## config.mk

```make
export PLATFORM = sky130hd
export DESIGN_NAME = round_arbiter
export DESIGN_NICKNAME = d
export VERILOG_FILES = /design/src/rtl/fpu_round_pkg.sv /design/src/rtl/round_arbiter_rr_arb2.sv /design/src/rtl/round_arbiter.sv
export SDC_FILE = /design/constraint.sdc
export NUM_CORES = 1
export LEC_CHECK = 0
export BUFFER_PORTS_ARGS = -buffer_cell sky130_fd_sc_hd__buf_2
export CORE_MARGIN = 2
export CORE_UTILIZATION = 46
export DETAILED_ROUTE_END_ITERATION = 10
export PLACE_DENSITY = 0.82
export SYNTH_ARGS = -nofsm -noshare
export SYNTH_HDL_FRONTEND = slang
export SYNTH_SLANG_ARGS = --single-unit
```

## constraint.sdc

```tcl
create_clock -name clk -period 2.4 [get_ports clk]
set_input_delay 0.48 -clock clk [delete_from_list [all_inputs] [get_ports clk]]
set_output_delay 0.48 -clock clk [all_outputs]
set_load 0.01 [all_outputs]
```

## src/rtl/fpu_round_pkg.sv

```systemverilog
// fpu_round_pkg -- shared definitions for the rounding-exponent arbiter and
// the rounder datapath it feeds.
//   arb_state_e : arbiter FSM states
//   EXP_W/LZ_W  : exponent and leading-zero field widths
//   CNT_W       : latency countdown width (LAT is at most 15)
package fpu_round_pkg;

    localparam int unsigned EXP_W = 11;
    localparam int unsigned LZ_W  = 6;
    localparam int unsigned CNT_W = 4;

    typedef enum logic [1:0] {
        IDLE,
        ISSUE,
        WAIT,
        HOLD
    } arb_state_e;

    // Countdown preload for a datapath of the given latency.
    function automatic logic [CNT_W-1:0] lat_load(input int unsigned lat);
        return CNT_W'(lat - 1);
    endfunction

endpackage

```

## src/rtl/round_arbiter_rr_arb2.sv

```systemverilog
// rr_arb2 -- two-way round-robin grant with a registered priority pointer.
// Ports:
//   clk, rst : clock, synchronous active-high reset (requester 0 favoured)
//   req      : request vector
//   advance  : the current grant is being taken; rotate priority past it
//   gnt      : one-hot grant (combinational from req and the pointer)
module rr_arb2 (
    input  logic       clk,
    input  logic       rst,
    input  logic [1:0] req,
    input  logic       advance,
    output logic [1:0] gnt
);

    // High when requester 1 wins a tie.
    logic prio1;

    always_comb begin
        gnt = '0;
        if (req == 2'b11) begin
            gnt = prio1 ? 2'b10 : 2'b01;
        end else begin
            gnt = req;
        end
    end

    always_ff @(posedge clk) begin
        if (rst) begin
            prio1 <= 1'b0;
        end else if (advance && (gnt != '0)) begin
            // The requester just served drops to lowest priority.
            prio1 <= gnt[0];
        end
    end

endmodule

```

## src/rtl/round_arbiter.sv

```systemverilog
// round_arbiter -- shares one exponent-normalize datapath between the add
// (requester 0) and mul (requester 1) units. Grants round-robin, launches the
// datapath, waits LAT cycles, then holds the result until it is consumed.
// Optional feature: define ROUND_ARBITER_STATS_EN to add saturating per-
// requester grant counters grant_cnt0/grant_cnt1.
// Ports:
//   clk, rst                       : clock, synchronous active-high reset
//   req_valid/req_ready            : per-requester request handshake
//   req_er/lz/db/ovf1/tiny         : per-requester operands
//   ovf_en, unf_en                 : trap enables, sampled at grant
//   dp_start, dp_*                 : datapath launch pulse and operands
//   dp_en, dp_eni                  : datapath results, valid LAT after start
//   res_valid/res_ready            : result handshake
//   res_tag, res_en, res_eni       : owning requester and captured results
module round_arbiter
    import fpu_round_pkg::*;
#(
    parameter int unsigned LAT  = 2,
    parameter int unsigned NREQ = 2
) (
    input  logic                      clk,
    input  logic                      rst,
    input  logic [NREQ-1:0]           req_valid,
    output logic [NREQ-1:0]           req_ready,
    input  logic [NREQ-1:0][EXP_W-1:0] req_er,
    input  logic [NREQ-1:0][LZ_W-1:0] req_lz,
    input  logic [NREQ-1:0]           req_db,
    input  logic [NREQ-1:0]           req_ovf1,
    input  logic [NREQ-1:0]           req_tiny,
    input  logic                      ovf_en,
    input  logic                      unf_en,
    output logic                      dp_start,
    output logic [EXP_W-1:0]          dp_er,
    output logic [LZ_W-1:0]           dp_lz,
    output logic                      dp_db,
    output logic                      dp_ovf1,
    output logic                      dp_tiny,
    output logic                      dp_ovfen,
    output logic                      dp_unfen,
    input  logic [EXP_W-1:0]          dp_en,
    input  logic [EXP_W-1:0]          dp_eni,
    output logic                      res_valid,
    input  logic                      res_ready,
    output logic                      res_tag,
`ifdef ROUND_ARBITER_STATS_EN
    output logic [15:0]               grant_cnt0,
    output logic [15:0]               grant_cnt1,
`endif
    output logic [EXP_W-1:0]          res_en,
    output logic [EXP_W-1:0]          res_eni
);

    localparam logic [CNT_W-1:0] CNT_LOAD = lat_load(LAT);

    arb_state_e       state, state_nx;
    logic [CNT_W-1:0] cnt;
    logic [1:0]       gnt;
    logic             grant;

    rr_arb2 u_rr (
        .clk     (clk),
        .rst     (rst),
        .req     (req_valid),
        .advance (grant),
        .gnt     (gnt)
    );

    always_comb begin
        state_nx  = state;
        grant     = 1'b0;
        req_ready = '0;
        dp_start  = 1'b0;
        res_valid = 1'b0;
        case (state)
            IDLE: begin
                // Reset wins over a same-cycle request so no grant is lost.
                if (!rst && (req_valid != '0)) begin
                    grant     = 1'b1;
                    req_ready = gnt;
                    state_nx  = ISSUE;
                end
            end
            ISSUE: begin
                dp_start = 1'b1;
                state_nx = WAIT;
            end
            WAIT: begin
                if (cnt == '0) begin
                    state_nx = HOLD;
                end
            end
            HOLD: begin
                res_valid = 1'b1;
                if (res_ready) begin
                    state_nx = IDLE;
                end
            end
            default: state_nx = IDLE;
        endcase
    end

    always_ff @(posedge clk) begin
        if (rst) begin
            state    <= IDLE;
            cnt      <= '0;
            dp_er    <= '0;
            dp_lz    <= '0;
            dp_db    <= 1'b0;
            dp_ovf1  <= 1'b0;
            dp_tiny  <= 1'b0;
            dp_ovfen <= 1'b0;
            dp_unfen <= 1'b0;
            res_tag  <= 1'b0;
            res_en   <= '0;
            res_eni  <= '0;
        end else begin
            state <= state_nx;
            case (state)
                IDLE: begin
                    if (grant) begin
                        dp_er    <= req_er[gnt[1]];
                        dp_lz    <= req_lz[gnt[1]];
                        dp_db    <= req_db[gnt[1]];
                        dp_ovf1  <= req_ovf1[gnt[1]];
                        dp_tiny  <= req_tiny[gnt[1]];
                        dp_ovfen <= ovf_en;
                        dp_unfen <= unf_en;
                        res_tag  <= gnt[1];
                    end
                end
                ISSUE: cnt <= CNT_LOAD;
                WAIT: begin
                    if (cnt == '0) begin
                        res_en  <= dp_en;
                        res_eni <= dp_eni;
                    end else begin
                        cnt <= cnt - 1'b1;
                    end
                end
                default: ;
            endcase
        end
    end

`ifdef ROUND_ARBITER_STATS_EN
    always_ff @(posedge clk) begin
        if (rst) begin
            grant_cnt0 <= '0;
            grant_cnt1 <= '0;
        end else if (grant) begin
            if (gnt[0] && (grant_cnt0 != '1)) grant_cnt0 <= grant_cnt0 + 1'b1;
            if (gnt[1] && (grant_cnt1 != '1)) grant_cnt1 <= grant_cnt1 + 1'b1;
        end
    end
`else
    // Statistics counters not built.
`endif

endmodule

```

# ---- After elaboration in Yosys (flattened, before gate mapping)
# Cells that the tools add are included.
dict set report classes {
  n_reduce_logical 12
  n_mux 24
  addsub 1
  magnitude_cmp 1
  eq_ne 8
}
# cell n
set op_table {}
lappend op_table {{11-bit two-way mux} 2}
lappend op_table {{2-bit two-way mux} 7}
lappend op_table {{6-bit two-way mux} 2}
lappend op_table {{1-bit two-way mux} 10}
lappend op_table {{2-bit inequality test (second input constant)} 4}
lappend op_table {{2-bit one-hot mux with 4 select lines} 1}
lappend op_table {{4-bit one-hot mux with 2 select lines} 1}
lappend op_table {{2-bit == test (second input constant)} 3}
lappend op_table {{2-bit AND reduction} 3}
lappend op_table {{2-bit nonzero test} 3}
lappend op_table {{4-bit logical NOT} 1}
lappend op_table {{4-bit two-way mux} 1}
lappend op_table {{4-bit by 1-bit subtractor with 4-bit output (second input constant)} 1}
lappend op_table {{3-bit AND reduction} 1}
lappend op_table {{2-bit by 1-bit == test with 1-bit output (second input constant)} 1}
lappend op_table {{1-bit logical AND} 2}
lappend op_table {{2-bit logical NOT} 1}
lappend op_table {{1-bit by 2-bit < comparator with 1-bit output (second input constant)} 1}
lappend op_table {{1-bit logical NOT} 1}
dict set report word_totals {
  wordCells 59
  output_inout_bits 49
  input_bits 69
  register_bits 52
}

# ---- Logic depth before layout (Yosys ltp)
dict set report depth {
  word_depth 5
  ltp_mapped 7
}

# ---- Hierarchy
# Synthesis repeated with hierarchy kept, for this count alone.
dict set report hier_totals {
  cells_unflattened 257
  area_unflattened_um2 2296.0
}
# module seq_area_each_um2 instances area_per_inst_um2 cells_per_inst
set modules_own_cells {}
lappend modules_own_cells {round_arbiter 1021.0 1 2230.9 250}
lappend modules_own_cells {rr_arb2 20.0 1 65.1 7}

# ---- Worst setup path after synthesis
# OpenSTA, ideal clock, no wires.
dict set report synth_timing {
  path_type {flip-flop to output port}
  from {register state[0]}
  to {output port req_ready[0]}
  arrival_ps 1210
  path_stages_with_launch 7
  required_time_ps 1920
  path_slack_ps 710
  cell_sequence {dfxtp_1 > inv_1 > ha_1 > o211ai_1 > buf_4 > buf_2 > nor2_1}
}
dict set report synth_via {
  elab_chain_cells 2
}
# element line_no
set synth_lines {}
lappend synth_lines {{from (decl)} round_arbiter.sv:55} ;# arb_state_e state, state_nx;
lappend synth_lines {{from (signal assigned)} round_arbiter.sv:117} ;# state <= state_nx;
lappend synth_lines {{2-bit logical NOT} round_arbiter.sv:74} ;# case (state)
lappend synth_lines {{2-bit two-way mux} round_arbiter.sv:74}
lappend synth_lines {{to (decl)} round_arbiter.sv:24} ;# output logic [NREQ-1:0] req_ready,
# Every way passes these cells.

# ---- Worst setup path in the final report
dict set report layout_timing {
  from {register state[0]}
  to {output port req_ready[1]}
}
# Same word-level chain as after synthesis.

==> key figures <==
Timing
  – Hold Fails Final Rpt: 0
  – Final worst-path setup slack: 0.248 ns
  – Final setup vio count: 0
  – Skew final: around 0.0067 ns
  – RSZ-0062 raised after global routing: false
  – Max-slew violations: 0
  – Pin slew with the least headroom to its limit: about 0.38 ns
  – Hold Slack: 0.405 ns
  – Post-Route Setup TNS: 0 ns
  – Crit path time final: 2.15 ns
  – Slew Limit Headroom: 0.747
  – Final period util: 0.896
  – Achievable Freq: 0.465 GHz

Setup path
  – Worst EP arrival: about 1.7 ns
  – WS Path Type: reg -> out
  – Worst-path fanout max: 5
  – R2R Setup Slk: roughly 0.72 ns
  – Critical Path RT: approximately 1.9 ns
  – Worst setup EP type: output port
  – CP Launch Type: flip-flop
  – FF-to-FF Start: state[0]$_SDFFE_PP0P_
  – Reg2reg path depth: 6
  – RR Endpoint: dp_ovf1$_SDFFE_PP0P_

Place
  – Buffers added on ports: approximately 120
  – Worst slack, placed: 0.556 ns
  – DP Wirelength: 3.78 mm
  – Gpl congestion: 0.733

Floorplan
  – IO Count: approximately 120
  – Num rows: 25
  – Core area: roughly 4700 um2
  – Die Ht: between 70 and 80 um
  – DIE AREA: 5360 um2
  – Overall die width: 73.2 um
  – Initial core utilization: 0.473

Logic synthesis
  – Post-synth EDFFs: 0
  – Synth unique cells: 31
  – Top FF cell, synth: dfxtp_1
  – Post-synthesis sequential area ratio: 0.472
  – Synth warn: 0
  – Mean Syn Cell Area: 8.71 um2
  – Synthesized instance count: about 250
  – Mapped Nets: ~330
  – Mapped Area: around 2200 um2
  – Yosys reg bits: between 50 and 60
  – Post-synth ARST share: 0

Global route
  – Total congestion overflow: 0
  – Number of global-route vias before repair: 1816
  – Largest net degree at the start of global routing: 44
  – Initial antenna violation count: 0
  – Gr usage total: 0.188
  – First-pass GRT wire length: a little under 8 mm

Power and ir drop
  – Pwr Density: around 970 nW/um2
  – Pleak: 1.42 nW
  – Peak VDD IR: 542 uV
  – Total design power: 2.78 mW

Routing
  – DRC viols: 0
  – Routed WL: between 5 and 6 mm
  – DR WL/cell: ~12 um
  – Vias per cell: slightly below 5
  – Vias: 2056
  – DRT Pass-1 Iters: 5
  – Remaining antenna violation count: 0
  – DRT iter0 DRCs: around 80

Worst hold path
  – Worst hold path type: in -> reg
  – WHS Endpoint: res_en[6]$_SDFFE_PP0P_
  – HP Start: dp_en[6]
  – Hold path depth: 3

Clocking
  – CTS resizes: 0
  – Clock latency on the worst-skew pair: ~0.30 ns
  – H-tree level count: 2
  – Worst-path clk slew: about 0.090 ns
  – Clock Tree Buf Depth: 2
  – Number of buffers created by CTS: 5
  – Post-CTS Hold Fix Bufs: 0
  – Setup Buffers After CTS: 0
  – CTS tree: built
  – Clk sinks: 52
  – Root Driver: clkbuf_8

Cells and area
  – Final #Nets: ~440
  – Syn-to-layout area delta: 29.9%
  – Area of the multi-input gates: around 1000 um2
  – Antenna Cells: 0
  – Filler Cells Inserted: about 420
  – Layout cells sized above 1: 0.363
  – Register area: approximately 1000 um2

Run status
  – Outcome: complete, no violations

Run
  – Max Cap Viol: 0
==> worst max-delay path: stages (launching register included) <==
cell	delay, ns
dfxtp_1	0.35
inv_1	0.09
ha_1	0.24
o211ai_1	0.20
or2_1	0.31
inv_1	0.06
buf_2	0.12
==> worst max path at each step <==
stage / from / endpoint / slack [ns] / depth (start not counted)
2_1_floorplan: state[0]$_SDFFE_PP0P_ / req_ready[0] / 0.71 / 6
3_3_place_gp: req_valid[1] / req_ready[1] / 0.58 / 5
3_5_place_dp: req_valid[1] / req_ready[1] / 0.56 / 5
4_1_cts: state[0]$_SDFFE_PP0P_ / req_ready[1] / 0.24 / 6
5_1_grt: state[1]$_SDFFE_PP0P_ / req_ready[1] / 0.16 / 6
6_report: state[0]$_SDFFE_PP0P_ / req_ready[1] / 0.25 / 6
==> report_power, final <==
group	switching [mW]	total, mW	internal, mW
registers	0.128	1.22	1.09
logic	0.610	1.06	0.447
clock network	0.271	0.505	0.235
==> registers in the layout (all words and copies together), names as in the netlist <==
register / count
cnt: 4
dp_db: 1
dp_er: 11
dp_lz: 6
dp_ovf1: 1
dp_ovfen: 1
dp_tiny: 1
dp_unfen: 1
res_en: 11
res_eni: 11
res_tag: 1
state: 2
u_rr.prio1: 1
==> stage by stage <==
step	instances	utilization	area, um2
6_report	420	0.614	2860
5_1_grt	420	0.614	2860
4_1_cts	420	0.614	2860
3_5_place_dp	412	0.594	2770
3_3_place_gp	412	0.594	2770
2_1_floorplan	253	-	2200
==> synthesized netlist by cell type (3+ instances only) <==
library cell | n | area (um2)
buf_2 | 3 | 15.0
o21ai_1 | 19 | 95.1
nand2_1 | 51 | 191
o21ai_0 | 7 | 35.0
nor2_1 | 6 | 22.5
nand3_1 | 22 | 110
ha_1 | 5 | 62.6
dfxtp_1 | 52 | 1040
buf_6 | 7 | 78.8
mux2i_1 | 21 | 210
inv_1 | 8 | 30.0
a21oi_1 | 28 | 140
==> cell type report <==
type	instances	area share
clock buffers	7	0.0302
clock inverters	1	0.00262
inverters	9	0.0118
multi-input cells	175	0.350
flip-flops and latches	52	0.364
well taps	54	0.0236
repair buffers	122	0.218
==> metal layers <==
layer / global-route usage / part of all wire / up-vias
li1: - / - / 1076
met1: 0.213 / 0.42 / 881
met2: 0.332 / 0.48 / 94
met3: 0.0649 / 0.084 / 5
met4: 0.0556 / 0.012 / 0
met5: 0 / 0 / -
==> logic make-up after synthesis <==
group                      after synthesis  share of synthesized area
and+or+nand+nor                         89                      0.179
muxes                                   21                     0.0954
DFF                                     52                      0.472
adders and majority gates                5                     0.0284
buffers and inverters                   26                     0.0795
AOI/OAI and AO/OA                       60                      0.145
==> layout by cell type (no fill, tap or decap) <==
| cell | synthesis | routed |
|---|---|---|
| o22a_1 | 1 | 1 |
| clkbuf_8 | 0 | 6 |
| nand4b_1 | 1 | 1 |
| o211ai_1 | 1 | 1 |
| o21ai_0 | 7 | 7 |
| nand2_1 | 51 | 51 |
| nand2b_1 | 2 | 2 |
| dfxtp_1 | 52 | 52 |
| nor2_1 | 6 | 6 |
| inv_1 | 8 | 8 |
| nor2b_1 | 1 | 1 |
| ha_1 | 5 | 5 |
| or2_1 | 1 | 1 |
| clkinvlp_4 | 0 | 1 |
| a21oi_1 | 28 | 28 |
| nor4bb_4 | 0 | 1 |
| o21a_1 | 2 | 2 |
| inv_2 | 1 | 1 |
| o21ai_1 | 19 | 19 |
| and3_1 | 1 | 1 |
| a311oi_1 | 1 | 1 |
| buf_4 | 2 | 5 |
| buf_2 | 3 | 117 |
| clkbuf_1 | 1 | 1 |
| o21ai_2 | 1 | 1 |
| or3b_4 | 1 | 1 |
| mux2i_1 | 21 | 21 |
| nor3_1 | 2 | 2 |
| nand3_1 | 22 | 22 |
No activity file was read; power rests on OpenSTA's default activity.
